[src/rtl/display_pkg.sv]
// Shared display types and constants for the 640x480 pixel pipeline.
// Holds resolution, colour width, pattern modes, the RGB struct and the bar palette.
package display_pkg;

   localparam int H_RES = 640;
   localparam int V_RES = 480;
   localparam int CW    = 4;

   typedef enum logic [1:0] {
      BARS    = 2'd0,
      CHECKER = 2'd1,
      SQUARE  = 2'd2,
      GREY    = 2'd3
   } pattern_mode_t;

   typedef struct packed {
      logic [CW-1:0] r;
      logic [CW-1:0] g;
      logic [CW-1:0] b;
   } rgb_t;

   localparam rgb_t C_WHITE   = 12'hFFF;
   localparam rgb_t C_YELLOW  = 12'hFF0;
   localparam rgb_t C_CYAN    = 12'h0FF;
   localparam rgb_t C_GREEN   = 12'h0F0;
   localparam rgb_t C_MAGENTA = 12'hF0F;
   localparam rgb_t C_RED     = 12'hF00;
   localparam rgb_t C_BLUE    = 12'h00F;
   localparam rgb_t C_BLACK   = 12'h000;
   localparam rgb_t C_SQ_BG   = 12'h137;
   localparam rgb_t C_GREY    = 12'h888;
   localparam rgb_t C_GRID    = 12'h444;

   localparam rgb_t BAR_COLOUR [8] = '{C_WHITE, C_YELLOW, C_CYAN, C_GREEN,
                                       C_MAGENTA, C_RED, C_BLUE, C_BLACK};

   // Bar number is the count of bar boundaries at or left of x.
   function automatic logic [2:0] bar_index(input logic [9:0] x, input logic [9:0] bw);
      logic [2:0] idx;
      idx = 3'd0;
      for (int i = 1; i < 8; i++) begin
         if (x >= 10'(i) * bw) idx = 3'(i);
      end
      return idx;
   endfunction

endpackage

[src/rtl/square_mover.sv]
// Bouncing-square position: steps qx/qy by Q_SPEED on each update strobe,
// reversing direction and clamping at the screen edges so it never wraps.
module square_mover #(
   parameter int H_RES   = display_pkg::H_RES,
   parameter int V_RES   = display_pkg::V_RES,
   parameter int Q_SIZE  = 32,
   parameter int Q_SPEED = 2
) (
   input  logic       clk_pix,
   input  logic       rst,
   input  logic       step,
   output logic [9:0] qx,
   output logic [9:0] qy
);

   localparam logic [9:0] X_MAX = 10'(H_RES - Q_SIZE);
   localparam logic [9:0] Y_MAX = 10'(V_RES - Q_SIZE);
   localparam logic [9:0] SPD   = 10'(Q_SPEED);

   logic dx;
   logic dy;

   always_ff @(posedge clk_pix) begin
      if (rst) begin
         qx <= '0;
         qy <= '0;
         dx <= 1'b1;
         dy <= 1'b1;
      end else if (step) begin
         if (dx) begin
            if (qx + SPD >= X_MAX) begin
               qx <= X_MAX;
               dx <= 1'b0;
            end else begin
               qx <= qx + SPD;
            end
         end else if (qx <= SPD) begin
            qx <= '0;
            dx <= 1'b1;
         end else begin
            qx <= qx - SPD;
         end

         if (dy) begin
            if (qy + SPD >= Y_MAX) begin
               qy <= Y_MAX;
               dy <= 1'b0;
            end else begin
               qy <= qy + SPD;
            end
         end else if (qy <= SPD) begin
            qy <= '0;
            dy <= 1'b1;
         end else begin
            qy <= qy - SPD;
         end
      end
   end

endmodule

[src/rtl/pattern_gen.sv]
// Test-pattern generator: two-stage pipeline from display timings to VGA/DVI pins.
// Define PATTERN_GRID_EN to overlay a 32-pixel grey alignment grid in every mode.
module pattern_gen #(
   parameter int H_RES   = display_pkg::H_RES,
   parameter int V_RES   = display_pkg::V_RES,
   parameter int Q_SIZE  = 32,
   parameter int Q_SPEED = 2
) (
   input  logic       clk_pix,
   input  logic       rst,
   input  logic [1:0] mode,
   input  logic [9:0] sx,
   input  logic [9:0] sy,
   input  logic       hsync,
   input  logic       vsync,
   input  logic       de,
   output logic       vga_hsync,
   output logic       vga_vsync,
   output logic       vga_de,
   output logic [3:0] vga_r,
   output logic [3:0] vga_g,
   output logic [3:0] vga_b,
   output logic       frame
);

   import display_pkg::*;

   localparam logic [9:0] BAR_W = 10'(H_RES / 8);
   localparam logic [9:0] QS    = 10'(Q_SIZE);

   pattern_mode_t mode_q;
   logic [9:0]    qx;
   logic [9:0]    qy;
   logic          update;
   logic          in_sq;
   rgb_t          raw;
   rgb_t          c1;
   logic          hs1;
   logic          vs1;
   logic          de1;

   // First blanking line start: the only point where mode and animation change.
   assign update = (sx == 10'd0) && (sy == 10'(V_RES));

   square_mover #(
      .H_RES   (H_RES),
      .V_RES   (V_RES),
      .Q_SIZE  (Q_SIZE),
      .Q_SPEED (Q_SPEED)
   ) u_mover (
      .clk_pix (clk_pix),
      .rst     (rst),
      .step    (update),
      .qx      (qx),
      .qy      (qy)
   );

   assign in_sq = (sx >= qx) && (sx < qx + QS) && (sy >= qy) && (sy < qy + QS);

   always_comb begin
      raw = C_BLACK;
      case (mode_q)
         BARS:    raw = BAR_COLOUR[bar_index(sx, BAR_W)];
         CHECKER: raw = (sx[5] ^ sy[5]) ? C_WHITE : C_BLACK;
         SQUARE:  raw = in_sq ? C_WHITE : C_SQ_BG;
         GREY:    raw = C_GREY;
         default: raw = C_BLACK;
      endcase
`ifdef PATTERN_GRID_EN
      if ((sx[4:0] == 5'd0) || (sy[4:0] == 5'd0)) raw = C_GRID;
`else
`endif
   end

   always_ff @(posedge clk_pix) begin
      if (rst) begin
         mode_q    <= BARS;
         frame     <= 1'b0;
         c1        <= C_BLACK;
         hs1       <= 1'b1;
         vs1       <= 1'b1;
         de1       <= 1'b0;
         vga_hsync <= 1'b1;
         vga_vsync <= 1'b1;
         vga_de    <= 1'b0;
         vga_r     <= '0;
         vga_g     <= '0;
         vga_b     <= '0;
      end else begin
         if (update) mode_q <= pattern_mode_t'(mode);
         frame     <= update;
         c1        <= raw;
         hs1       <= hsync;
         vs1       <= vsync;
         de1       <= de;
         vga_hsync <= hs1;
         vga_vsync <= vs1;
         vga_de    <= de1;
         {vga_r, vga_g, vga_b} <= de1 ? c1 : C_BLACK;
      end
   end

endmodule

[config.mk]
export PLATFORM = sky130hd
export DESIGN_NAME = pattern_gen
export DESIGN_NICKNAME = d
export VERILOG_FILES = /design/src/rtl/display_pkg.sv /design/src/rtl/square_mover.sv /design/src/rtl/pattern_gen.sv
export SDC_FILE = /design/constraint.sdc
export NUM_CORES = 1
export LEC_CHECK = 0
export BUFFER_PORTS_ARGS = -buffer_cell sky130_fd_sc_hd__buf_4
export CAP_MARGIN = 20
export CORE_MARGIN = 2
export CORE_UTILIZATION = 59
export DETAILED_ROUTE_END_ITERATION = 6
export PLACE_DENSITY = 0.81
export SLEW_MARGIN = 20
export SYNTH_ARGS = -nofsm -noshare
export SYNTH_HDL_FRONTEND = slang
export SYNTH_SLANG_ARGS = --single-unit
[constraint.sdc]
create_clock -name clk_pix -period 2.84 [get_ports clk_pix]
set_input_delay 0.426 -clock clk_pix [delete_from_list [all_inputs] [get_ports clk_pix]]
set_output_delay 0.426 -clock clk_pix [all_outputs]
set_load 0.01 [all_outputs]
## Word level (Yosys, flattened, before mapping)

Memories as Yosys holds them, arrays and structs flattened.
Index checks and enable logic that the tools add are counted.

- Register bits after elaboration: 55
- Bits in latches: 0
- Bits in writable memories: 0
- Bits in read-only memories: 96
- Output and inout bits: 16
- Word-level logic and storage cells: 80
- Memories kept: 1

- Add/subtract/negate cells: 6
- $mul: 0
- Divide/modulo/power cells: 0
- Magnitude comparators: 16
- Eq/ne operators: 4
- Shift operators: 0
- Multiplexer cells: 25
- Bitwise logic cells: 3
- Reductions and logical operators: 7

Memory list:

| name | words | bits a word | read ports | clocked after memory_dff | wr ports | RTL line | RTL |
|---|---|---|---|---|---|---|---|
| (no name shown) | 8 | 12 | 1 | 0 | 0 | pattern_gen.sv:63 | `BARS: raw = BAR_COLOUR[bar_index(sx, BAR_W)];` |

Operator list:

| kind | count |
|---|---|
| two-way mux 10 bit | 6 |
| two-way mux 12 bit | 4 |
| case mux 12 bit (4 select lines) | 1 |
| >= comparator 10 x 9 -> 1 bit, second input constant | 4 |
| two-way mux 3 bit | 7 |
| adder 10 x 2 -> 10 bit, second input constant | 2 |
| adder 10 x 6 -> 10 bit, second input constant | 2 |
| >= comparator 10 bit | 2 |
| >= comparator 10 bit, second input constant | 2 |
| >= comparator 10 x 8 -> 1 bit, second input constant | 2 |
| less-or-equal comparator 10 x 2 -> 1 bit, second input constant | 2 |
| < comparator 10 bit | 2 |
| subtractor 10 x 2 -> 10 bit, second input constant | 2 |
| == test 10 x 9 -> 1 bit, second input constant | 1 |
| >= comparator 10 x 7 -> 1 bit, second input constant | 1 |
| zero test 10 bit | 1 |
| two-way mux 1 bit | 7 |
| == test 2 bit, second input constant | 2 |
| >= comparator 4 bit, second input constant | 1 |
| logical AND 1 bit | 4 |
| inverter 3 -> 4 bit | 1 |
| == test 2 x 1 -> 1 bit, second input constant | 1 |
| zero test 2 bit | 1 |
| OR reduction 2 bit | 1 |
| 2 further kinds | 2 |

## Depth between registers and ports, before layout

- Depth after elaboration: 14
- Gate-level depth with buffers: 10
- Depth with buffers taken out: 10

## Hierarchy

A second synthesis with hierarchy kept.

- Cell total of the unflattened synthesis: 465
- Area total of the unflattened synthesis: 3709.8 um^2

Modules (own cells, without submodules):

| module | instances | cells each | area each (um^2) | sequential area each (um^2) |
|---|---|---|---|---|
| square_mover | 1 | 262 | 1933.1 | 400.4 |
| pattern_gen | 1 | 203 | 1776.7 | 500.5 |

## Worst setup path after synthesis

No wires, ideal clock.

- Path type: register to register
- Start point: reg u_mover.qx[5]
- End point: reg c1[11] in the netlist's numbering
- Setup time: 0.074 ns
- Data arrival time: 1.993 ns
- Required time: 2.766 ns
- Slack: 0.772 ns
- Stages on the path, launching flop included: 10
- Cell sequence: dfxtp_1 > ha_1 > nand3_1 > xnor2_1 > ha_1 > a22oi_1 > o211ai_1 > a211oi_1 > nand4_1 > a31oi_1

- Cells in the longest elaborated chain, start to end: 7
- Elaborated cells on any way between the ends: 8

RTL lines:

| item | RTL line | RTL |
|---|---|---|
| start: declaration | square_mover.sv:12 | `output logic [9:0] qx,` |
| start signal: assignment | square_mover.sv:35 | `qx <= qx + SPD;` |
| start signal: assignment | square_mover.sv:41 | `qx <= qx - SPD;` |
| adder 10 x 6 -> 10 bit | pattern_gen.sv:58 | `assign in_sq = (sx >= qx) && (sx < qx + QS) && (sy >= qy) && (sy < qy + QS);` |
| < comparator 10 bit | pattern_gen.sv:58 |  |
| logical AND 1 bit * (3 in series) | pattern_gen.sv:58 |  |
| two-way mux 12 bit * | pattern_gen.sv:65 | `SQUARE: raw = in_sq ? C_WHITE : C_SQ_BG;` |
| case mux 12 bit (4 select lines) * | pattern_gen.sv:62 | `case (mode_q)` |
| end signal: assignment | pattern_gen.sv:92 | `c1 <= raw;` |
| end: declaration | pattern_gen.sv:37 | `rgb_t c1;` |

Mark *: on every way between the ends. The rest lies on a longest branch, timed or not.
A chain may end at the register's enable or synchronous reset.

## Final worst setup path

- Start point: reg u_mover.qx[6]
- End point: reg c1[7] in the netlist's numbering

The elaborated chain is that of the path after synthesis.

==> impl.org <==
** GRT
- Number of global-route vias before repair :: 2934
- Global routing consumed, on the met2 layer, 50.3% of the routing resources.
- Met3 track utilization from global routing :: around 4.8%
- In the global route stage, met1 resource usage came out at 33.6%.
- Total Routing Usage GR :: ~28%
- Antenna violations before repair :: 0
- met2 is the most crowded layer.
- The first global-routing pass estimated 14000 µm of wire.
- Entering global routing, the biggest net connects 38 pins.
- Sum of overflow across all layers after global routing :: 0

** Power and ir drop
- Power Density :: 353 nW/µm²
- The worst-case IR drop observed on VDD is approximately 0.21 mV.
- Leak pwr :: between 1 and 1.5 nW

** STA
- In this run the tightest slew margin relative to its limit is 61.5%.
- Total of endpoints with negative setup slack in the final report :: 0
- At the pin with the least slew margin, the transition time is 0.576 ns.
- After layout, the worst setup slack is 0.234 ns.
- After layout, the worst path uses 91.8% of the clock period.
- The count of final max-slew check failures is 0.
- The clock arrives with ~0.024 ns of skew.
- After layout, the minimum clock period comes to 2.61 ns.
- Maximum achievable frequency :: 384 MHz
- The final number of hold-violating endpoints was 0.
- Unrepaired setup endpoints after global routing :: false
- For the final routed database, the setup TNS stands at 0 ns.

** Cells and area
- The repair_antennas step left the layout with diodes totalling 0.
- Final Net Count :: 506
- Post-synthesis to final-layout area growth :: 11.7%
- Of the cells placed in the final design, the portion with a size suffix greater than 1 is 15.2%.
- Number of fill cells in the layout :: 467
- Post-layout instance count excluding filler cells :: 514

** Yosys
- Cell type contributing the most total cell area after synthesis :: dfxtp_1
- Sequential-to-total area share from yosys stat :: 27.0%
- Counting flops with an async set or reset pin after synthesis yields a share of 0%.
- Yosys mapped a number of flops with a built-in enable equal to 0.
- Most used DFF post-synth :: dfxtp_1
- Mean Syn Cell Area :: 8.10 µm²
- Count of cell types in the netlist :: 60
- The Yosys step of the flow raised 0 warnings.
- Post-synthesis cell count :: 412
- The number of nets handed over by synthesis was 477.
- Flops & latches, synth :: 45
- Leading post-synthesis cells by cell area :: dfxtp_1, ha_1, a21oi_1
- Proportion of netlist area held by the largest area contributor :: 27.0%
- Summing every instance area after synthesis gives approximately 3300 µm².

** Routing
- Total number of vias :: 3160
- Average detailed-routed wire length per instance :: about 17 µm
- Remaining routing DRC violations :: 0
- Post-Route WL :: 8510 µm
- Remaining number of nets flagged by the antenna check after routing :: 0
- Number of vias per cell after detailed routing :: just over 6
- Total iterations of the first detailed-routing run :: 5
- In this run, the number of DRC markers left after iteration 0 of detailed routing was 218.

** Clocking
- No sink is reached through more buffers than the 2 on the longest clock path.
- Source-to-sink clock delay at the later pin of the worst-skew pair :: 0.32 ns
- After clock tree synthesis, the setup repair step added 0 buffers.
- Clock tree root driver cell :: clkbuf_8
- In this run, post-CTS hold repair placed 0 buffers.
- The H-tree was split into 2 levels.
- TritonCTS built the clock tree.
- The clock net in this run drives a total of between 40 and 50 sinks.
- Buffers inserted during clock tree synthesis total 5.
- Clock-pin slew was measured on the worst setup and hold paths at around 0.11 ns.
- The number of gates resized after CTS was 0.

** Worst setup path
- At the worst endpoint, the arrival time is 2.86 ns.
- The worst setup path is captured at a flip-flop.
- Register-to-register path setup slack :: 0.23 ns
- Worst Setup Path Type :: reg2reg
- STA classifies the critical path startpoint as a flip-flop.
- Data required time of the worst path :: 3.09 ns
- In this run the worst path has a maximum fanout of 10.

** Place
- Count of placed standard cells including taps :: 506
- The congestion estimate from routability-driven global placement came to 0.926.
- Place WS :: 0.344 ns
- Final HPWL from detailed placement :: 6360 µm
- Input and output buffers added on the ports amount to 42.

** Floorplanning
- 43 I/O pins were placed.
- The floorplan has 27 rows.
- Chip Height :: 79.2 µm
- From left edge to right edge, the die measures 79.2 µm.
- The die covers 6270 µm².
- For this configuration, the core starts out at a cell density of 61.0%.
- The core region is around 5500 µm².

** Run status
- The flow ran to the end, and the final reports show no timing, DRC or antenna violations.

** Job
- Max Cap Viol :: 0

** Hold path
- The worst hold path belongs to the class in2reg.
## metrics by stage
stage	util [%]	hold WS [ns]	power [mW]	cell area [µm²]
2_1_floorplan	-	0.389	0.751	3340
3_3_place_gp	66.0	0.390	0.812	3610
3_5_place_dp	66.0	0.392	0.815	3610
4_1_cts	68.1	0.293	1.32	3730
5_1_grt	68.1	0.300	1.36	3730
6_report	68.1	0.300	1.32	3730
## placed cells by master, fill, tap and decap left out, types with 3 or more instances in the layout
master	instances
or3_1	5
a211oi_1	5
nor2b_1	4
nor4_1	6
buf_4	47
a22oi_1	4
a21oi_1	40
or2_2	4
nor3_1	11
inv_1	26
and2_1	9
and3_1	4
dfxtp_1	45
xnor2_1	14
a31oi_1	10
nand2b_1	4
o31ai_1	4
o211ai_1	6
o21a_1	3
clkbuf_8	5
nand3_1	16
nand2_1	26
ha_1	38
o21ai_0	30
nand4_1	11
nor2_1	24
## where the power goes
| part | total [mW] | switching (mW) | internal (mW) |
|---|---|---|---|
| Clock | 0.512 | 0.248 | 0.264 |
| Sequential | 0.650 | 0.00637 | 0.644 |
| Combinational | 0.153 | 0.0813 | 0.0721 |
| Total | 1.32 | 0.336 | 0.980 |
## layer usage
| metal | part of all wire (%) | up-vias |
|---|---|---|
| met2 | 51 | 101 |
| met4 | 1.7 | 0 |
| met3 | 4.9 | 14 |
| li1 | - | 1568 |
| met1 | 42 | 1477 |
| met5 | 0 | - |
## worst max-delay path, stage by stage (launching register included)
cell      delay (ns)
dfxtp_1         0.55
ha_1            0.27
nand3_1         0.15
xnor2_1         0.17
ha_1            0.19
nor4b_1         0.26
o211ai_1        0.16
a211oi_1        0.29
nand4_1         0.28
a31oi_1         0.22
## cells by family after synthesis
| logic type | Yosys count | share of synthesized area (%) |
|---|---|---|
| xor gates and xnor gates | 16 | 4.20 |
| adders and majority gates | 38 | 14.2 |
| buffers and inverters | 51 | 7.95 |
| and+or+nand+nor | 138 | 22.7 |
| AOI/OAI and AO/OA | 124 | 23.9 |
| DFF | 45 | 27.0 |
## cells in the mapped netlist (6+ instances only)
master / instances
ha_1: 38
buf_4: 10
dfxtp_1: 45
inv_1: 26
nand3_1: 16
a21oi_1: 40
xnor2_1: 14
nor4_1: 6
o211ai_1: 6
nor2_1: 24
nand2_1: 26
o21ai_0: 30
nand4_1: 11
nor3_1: 11
clkbuf_1: 6
a31oi_1: 10
and2_1: 9
## cell type report
| class | instances | area (µm²) | area share [%] |
|---|---|---|---|
| clock buffers | 5 | 68.8 | 1.85 |
| repair buffers | 47 | 353 | 9.47 |
| well taps | 72 | 90.1 | 2.42 |
| clock inverters | 3 | 46.3 | 1.24 |
| multi-input cells | 316 | 2170 | 58.2 |
| flip-flops and latches | 45 | 901 | 24.2 |
| inverters | 26 | 97.6 | 2.62 |
## sequential cells by signal (all words and copies together), names as in the netlist
register / count
c1: 8
de1: 1
frame: 1
hs1: 1
mode_q: 2
u_mover.dx: 1
u_mover.dy: 1
u_mover.qx: 9
u_mover.qy: 9
vga_b: 2
vga_de: 1
vga_g: 3
vga_hsync: 1
vga_r: 3
vga_vsync: 1
vs1: 1
## path summary, 6_finish.rpt
check	startpoint	endpoint	depth (start not counted)
worst min-delay path	hsync	hs1	2
worst max-delay path	u_mover.qx[6]	c1[7]	9
worst max register to register	u_mover.qx[6]	c1[7]	9
worst min register to register	c1[2]	vga_b[2]	1
Note: power is estimated with default switching activity, not from simulation.
